**config.mk**
```make
export PLATFORM = sky130hd
export DESIGN_NAME = serializer
export DESIGN_NICKNAME = d
export VERILOG_FILES = /design/src/rtl/serializer.sv
export SDC_FILE = /design/constraint.sdc
export NUM_CORES = 1
export LEC_CHECK = 0
export BUFFER_PORTS_ARGS = -buffer_cell sky130_fd_sc_hd__buf_2
export CAP_MARGIN = 30
export CELL_PAD_IN_SITES_DETAIL_PLACEMENT = 2
export CELL_PAD_IN_SITES_GLOBAL_PLACEMENT = 2
export CORE_MARGIN = 2
export CORE_UTILIZATION = 37
export CTS_BUF_LIST = sky130_fd_sc_hd__clkbuf_4
export CTS_CLUSTER_DIAMETER = 150
export CTS_CLUSTER_SIZE = 10
export DETAILED_ROUTE_END_ITERATION = 6
export GPL_TIMING_DRIVEN = 0
export HOLD_SLACK_MARGIN = 0.1
export PLACE_DENSITY = 0.95
export SLEW_MARGIN = 10
export SYNTH_ARGS = -nofsm -noshare
export SYNTH_HDL_FRONTEND = slang
export SYNTH_SLANG_ARGS = --single-unit
```
**constraint.sdc**
```tcl
create_clock -name clk_i -period 3 [get_ports clk_i]
set_input_delay 0.6 -clock clk_i [delete_from_list [all_inputs] [get_ports clk_i]]
set_output_delay 0.6 -clock clk_i [all_outputs]
set_load 0.05 [all_outputs]
```
**src/rtl/serializer.sv**
```systemverilog
// serializer: MSB-first parallel-to-serial transmitter with per-word valid-bit count and serial valid strobe
module serializer #(
  parameter int DATA_BUS_WIDTH = 16,
  parameter int DATA_MOD_WIDTH = $clog2(DATA_BUS_WIDTH)
) (
  input  logic                      clk_i,
  input  logic                      srst_i,
  input  logic [DATA_BUS_WIDTH-1:0] data_i,
  input  logic [DATA_MOD_WIDTH-1:0] data_mod_i,
  input  logic                      data_val_i,
  output logic                      ser_data_o,
  output logic                      ser_data_val_o,
  output logic                      busy_o
);
  typedef enum logic {IDLE_S, SEND_S} state_t;
  state_t state, state_d;
  logic [DATA_MOD_WIDTH-1:0] cnt, cnt_d, len_m1;
  logic [DATA_BUS_WIDTH-1:0] sr, sr_d;
  logic acc, shift;
  assign busy_o = state == SEND_S && cnt != '0;
  assign shift = busy_o;
  assign acc = data_val_i && !busy_o && data_mod_i != DATA_MOD_WIDTH'(1) && data_mod_i != DATA_MOD_WIDTH'(2);
  assign len_m1 = data_mod_i == '0 ? DATA_MOD_WIDTH'(DATA_BUS_WIDTH - 1) : data_mod_i - 1'b1;
  assign ser_data_o = sr[DATA_BUS_WIDTH-1];
  assign ser_data_val_o = state == SEND_S;
  always_comb begin
    state_d = acc ? SEND_S : shift ? SEND_S : IDLE_S;
    cnt_d = acc ? len_m1 : shift ? cnt - 1'b1 : '0;
    sr_d = acc ? data_i : shift ? sr << 1 : '0;
  end
  always_ff @(posedge clk_i or posedge srst_i) begin
    if (srst_i) begin
      state <= IDLE_S;
      cnt <= '0;
      sr <= '0;
    end else begin
      state <= state_d;
      cnt <= cnt_d;
      sr <= sr_d;
    end
  end
endmodule
```
==> flow_summary.yaml, run 1 <==
route:
  via_per_inst: 5.393
  drcViolationCount: 0
  wl_um: 2285
  wl_per_cell_um: 16.93
  first_pass_iters: 4
  vias: 728
  drt_iter0_drc: 14
  postRouteAntennaNets: 0
floorplanning:
  ioPinCount: 26
  dieArea_um2: 3032
  dieWidth_um: 55.06
  fp.coreArea_um2: 2477
  num_rows: 18
  initial_core_util_pct: 38.94
  fp.dieH_um: 55.06
sta:
  finalSetupViolCount: 0
  hold_ws_ps: 415.8
  tns_ps: 0
  finalWorstSetupSlack_ps: 381.2
  hold_viol_final: 0
  period_share_pct: 87.29
  max_slew_margin_pct: 47.10
  max_slew.worst_pin.slew_ps: 792.6
  grt_setup_unrepaired: "false"
  fin_crit_ps: 2619
  clock_skew_ps: 1.199
  max_freq_mhz: 381.9
  slew_violations: 0
clocking:
  cts_inserted_buffers: 3
  clk_path_buf_depth: 2
  clk_latency_ps: 310
  cts_setup_buffers: 0
  clkTransAtPathRegs_ps: 120
  postCtsHoldBufs: 0
  htreeDepth: 1
  root_buffer: "clkbuf_4"
  cts_resized: 0
  cts_sinks: 21
  cts_tree: "yes"
final_layout:
  nFillCells: 276
  drive_gt1_share_pct: 32.38
  fin_nets: 135
  final_util_pct: 46.46
  final_cell_mix: "buf_2, dfrtp_1, a22o_1"
  antenna_cells: 0
  syn_to_final_growth_pct: 19.33
  layout_commonest_cell: "buf_2"
  final_cell_area_um2: 1151
worst_setup_path:
  cp.required_ps: 2400
  cp_cell_sequence: "inv_1 > ha_1 > or3b_4 > nand2_1 > inv_2 > buf_2"
  start_kind: "register"
  r2r_setup_slack_ps: 990
  cp_num_buf_inv: 3
  reg2regPathDepth: 6
  endpoint_kind: "output pin"
  cp_top_family: "buffers and inverters"
  rr_startpoint: "cnt[0]"
  worstPathArrival_ps: 2020
  critPathKind: "reg2out"
  path_max_fanout: 19
  cpPeakStageDelay_ps: 410
  cpMaxStageDelayCell: "dfrtp_1"
  r2r-end: "sr[14]"
place:
  place.gp.congestion: 0.7353
  placed_area_um2: 1127
  hpwlAfterDp_um: 1837
  io_buffers: 25
  preCtsSetupSlack_ps: 420.3
synth:
  synth_nets: 106
  synth_warnings: 0
  avgSynthCellArea_um2: 12.53
  synth_cells: 77
  yosys_register_bits: 21
  ys_seq_area_share_pct: 54.47
  ys_async_sr_fraction_pct: 100.0
  synth_edf_count: 0
  synthFlopType: "dfrtp_1"
  synth_area_um2: 964.7
  ys_types: 24
pwr:
  p_sw_uw: 445.1
  clkPwrFrac_pct: 12.7
  seqPwrFrac_pct: 42.6
  p_leak_uw: 0.0006084
  peakVddDrop_mv: 0.5139
  p_int_uw: 656.7
  p_sw_share_pct: 40.40
  power_density_nw_per_um2: 957.2
  comb_power_share_pct: 44.7
run:
  cap_viol_max_count: 0
grt:
  grt_use_met2_pct: 29.37
  grt_max_degree: 22
  grt.met1_usage_pct: 23.42
  grt_antenna_before_repair: 0
  overflow: 0
  grt_pass1_vias: 762
  grtUsageMet3_pct: 2.151
  grt_usage_pct: 17.55
  grt_pass1_wl_um: 3677
  grt_busiest_layer: "met2"
outcome:
  status: "finished clean"
hold_path:
  min_path_type: "in2async"
## flip-flops by register name (all words and copies together) (netlist names)
name and flops:
cnt 4, sr 16, ser_data_val_o 1
## synth_stat cells (2+ instances only)
master	number	share of area [%]
and2_1	2	1.3
inv_1	9	3.5
dfrtp_1	21	54
o41ai_1	2	1.8
nand2_1	2	0.78
a21o_1	2	1.6
a22o_1	16	15
nor4_1	2	1.3
ha_1	6	7.8
## power by group through the flow
stage	Sequential (µW)	Clock, µW	Combinational [µW]
finish	469	140	493
global route	483	155	549
CTS	469	147	509
detailed placement	474	0	507
global placement	464	0	478
floorplan	485	0	353
## layer usage
metal  vias up  routed length [µm]
met4         0                  29
met1       370                 998
li1        336                   -
met3         4                  81
met2        18                1175
met5         -                   0
## how the worst max path moves through the flow
stage / startpoint / to / cells after the start
global route: cnt[0] / busy_o / 6
detailed placement: cnt[0] / busy_o / 7
finish: cnt[0] / busy_o / 6
CTS: cnt[0] / busy_o / 7
global placement: cnt[0] / busy_o / 7
floorplan: cnt[0] / busy_o / 6
## kinds of logic after synthesis
family | Yosys count | synth area share, %
simple gates | 10 | 6.095
compound gates | 27 | 25.29
fa+ha+maj | 6 | 7.782
xor+xnor | 1 | 0.9081
buf+inv | 12 | 5.446
flops | 21 | 54.47
## worst reg2reg max path, cell delays in order (launching register included)
cell and delay (ps):
dfrtp_1 430, inv_1 110, ha_1 150, or3b_4 420, a221oi_4 500, buf_6 210
a22o_1 140
## stage by stage
stage	cells	power, µW
floorplan	77	838.8
global placement	132	941.8
detailed placement	132	980.9
CTS	136	1125
global route	135	1186
finish	135	1102
## final cells by class
class | count | area, µm² | area share [%]
Clock buffer | 3 | 22.52 | 1.957
Clock inverter | 1 | 5.005 | 0.4348
Buffer | 1 | 11.26 | 0.9783
Sequential cell | 21 | 525.5 | 45.65
Multi-Input combinational cell | 44 | 386.6 | 33.59
Timing Repair Buffer | 25 | 125.1 | 10.87
Inverter | 10 | 37.54 | 3.261
Tap cell | 30 | 37.54 | 3.261
Note: power is estimated with default switching activity, not from simulation.
==> inputs of run 2 (changes only) <==
--- a/config.mk
+++ b/config.mk
@@ -9,6 +9,7 @@
 export CAP_MARGIN = 30
 export CELL_PAD_IN_SITES_DETAIL_PLACEMENT = 2
 export CELL_PAD_IN_SITES_GLOBAL_PLACEMENT = 2
+export CORE_ASPECT_RATIO = 0.7
 export CORE_MARGIN = 2
 export CORE_UTILIZATION = 37
 export CTS_BUF_LIST = sky130_fd_sc_hd__clkbuf_4
==> run 2 against run 1 <==
Global-route usage increased by 1.2 points. Combinational power increased by 2%. Critical path depth unchanged. Routed wire length increased by 0.70%. Critical path type unchanged. Largest cell class unchanged.
==> flow_summary.yaml, run 2 (synthesized netlist as in run 1, its figures left out) <==
sta:
  max_freq_mhz: 384.5
  finalWorstSetupSlack_ps: 399.0
  fin_crit_ps: 2601
  finalSetupViolCount: 0
  clock_skew_ps: 8.123
  grt_setup_unrepaired: "false"
  hold_viol_final: 0
  tns_ps: 0
  max_slew.worst_pin.slew_ps: 768.1
  max_slew_margin_pct: 48.74
  slew_violations: 0
  period_share_pct: 86.70
worst_setup_path:
  start_kind: "register"
  endpoint_kind: "output pin"
  path_max_fanout: 19
  cp.required_ps: 2400
  critPathKind: "reg2out"
  worstPathArrival_ps: 2000
grt:
  grt_antenna_before_repair: 0
  grt_pass1_vias: 839
  grt_max_degree: 22
  overflow: 0
  grt_pass1_wl_um: 3995
  grt_usage_pct: 18.76
route:
  wl_per_cell_um: 16.55
  drcViolationCount: 0
  wl_um: 2301
  via_per_inst: 5.115
  first_pass_iters: 4
  vias: 711
  drt_iter0_drc: 14
  postRouteAntennaNets: 0
clocking:
  cts_inserted_buffers: 3
  cts_sinks: 21
  clk_latency_ps: 310
  cts_resized: 0
  htreeDepth: 1
  clk_path_buf_depth: 2
  cts_tree: "yes"
  clkTransAtPathRegs_ps: 120
  root_buffer: "clkbuf_4"
final_layout:
  layout_commonest_cell: "buf_2"
  syn_to_final_growth_pct: 19.84
  final_cell_mix: "buf_2, dfrtp_1, a22o_1"
  largest_reg_flops: 16
  fin_nets: 135
  antenna_cells: 0
  top_register: "sr"
  drive_gt1_share_pct: 32.38
floorplanning:
  dieArea_um2: 3038
  fp.coreArea_um2: 2477
  num_rows: 15
  dieWidth_um: 65.03
  fp.dieH_um: 46.72
  initial_core_util_pct: 38.94
  ioPinCount: 26
pwr:
  p_leak_uw: 0.0006084
  peakVddDrop_mv: 0.3800
  power_density_nw_per_um2: 952.5
place:
  preCtsSetupSlack_ps: 418.3
  place.gp.congestion: 0.7183
  hpwlAfterDp_um: 1896
  io_buffers: 25
hold_path:
  min_path_type: "in2async"
run:
  cap_viol_max_count: 0
outcome:
  status: "finished clean"
==> run 2: cell counts in the layout (fill, tap and decap cells not counted) <==
Identical to the previous run, type by type.
==> run 2: layer usage <==
layer | vias to the layer above | GRT usage, % | wire [µm]
met5 | - | 0 | 0
met4 | 0 | 7.500 | 37
met3 | 4 | 4.401 | 81
met2 | 15 | 36.29 | 1193
met1 | 355 | 20.71 | 989
li1 | 337 | - | -
==> run 2: cell type report <==
cell class              count  area (µm²)
clock inverters             1       5.005
flip-flops and latches     21       525.5
well taps                  34       42.54
plain buffers               1       11.26
repair buffers             25       125.1
fillers                   277        1321
multi-input cells          44       386.6
clock buffers               3       22.52
inverters                  10       37.54
==> run 2: per-stage QoR <==
step           util (%)  cells  cell area (µm²)  hold WS [ps]  total power (µW)
2_1_floorplan         -     77            964.7         448.6             838.8
3_3_place_gp      45.71    136             1132         453.9             944.8
3_5_place_dp      45.71    136             1132         465.5             986.0
4_1_cts           46.82    140             1160         439.7              1126
5_1_grt           46.67    139             1156         461.8              1188
6_report          46.67    139             1156         409.2              1101
==> run 2: path summary, 6_finish.rpt <==
kind / startpoint / to / slack [ps] / cells past startpoint
setup / recovery: cnt[0] / busy_o / 400 / 6
hold / removal: srst_i / sr[6] / 410 / 2
setup reg to reg: cnt[0] / sr[7] / 1000 / 6
hold reg to reg: sr[0] / sr[1] / 490 / 1
max in group asynchronous: srst_i / cnt[0] / 2110 / 2
min in group clk_i: sr[0] / sr[1] / 490 / 1
==> run 2: repair_timing <==
item                       4_1_cts  5_1_grt
hold buffers                     0        0
setup endpoints to repair        0        1
setup buffers                    0        0
==> run 2: worst max-delay path, cell delays in order (launching register included) <==
cell     delay [ps]
dfrtp_1         400
inv_1            90
ha_1            190
or3b_4          270
nand2_1         120
inv_2           290
buf_2           330
==> run 2: report_power, final <==
group	leakage, µW	internal, µW	switching (µW)
clock	0.0000177	49.9	86.8
combinational	0.000320	206	295
sequential	0.000271	401	62.6
total	0.000608	657	444
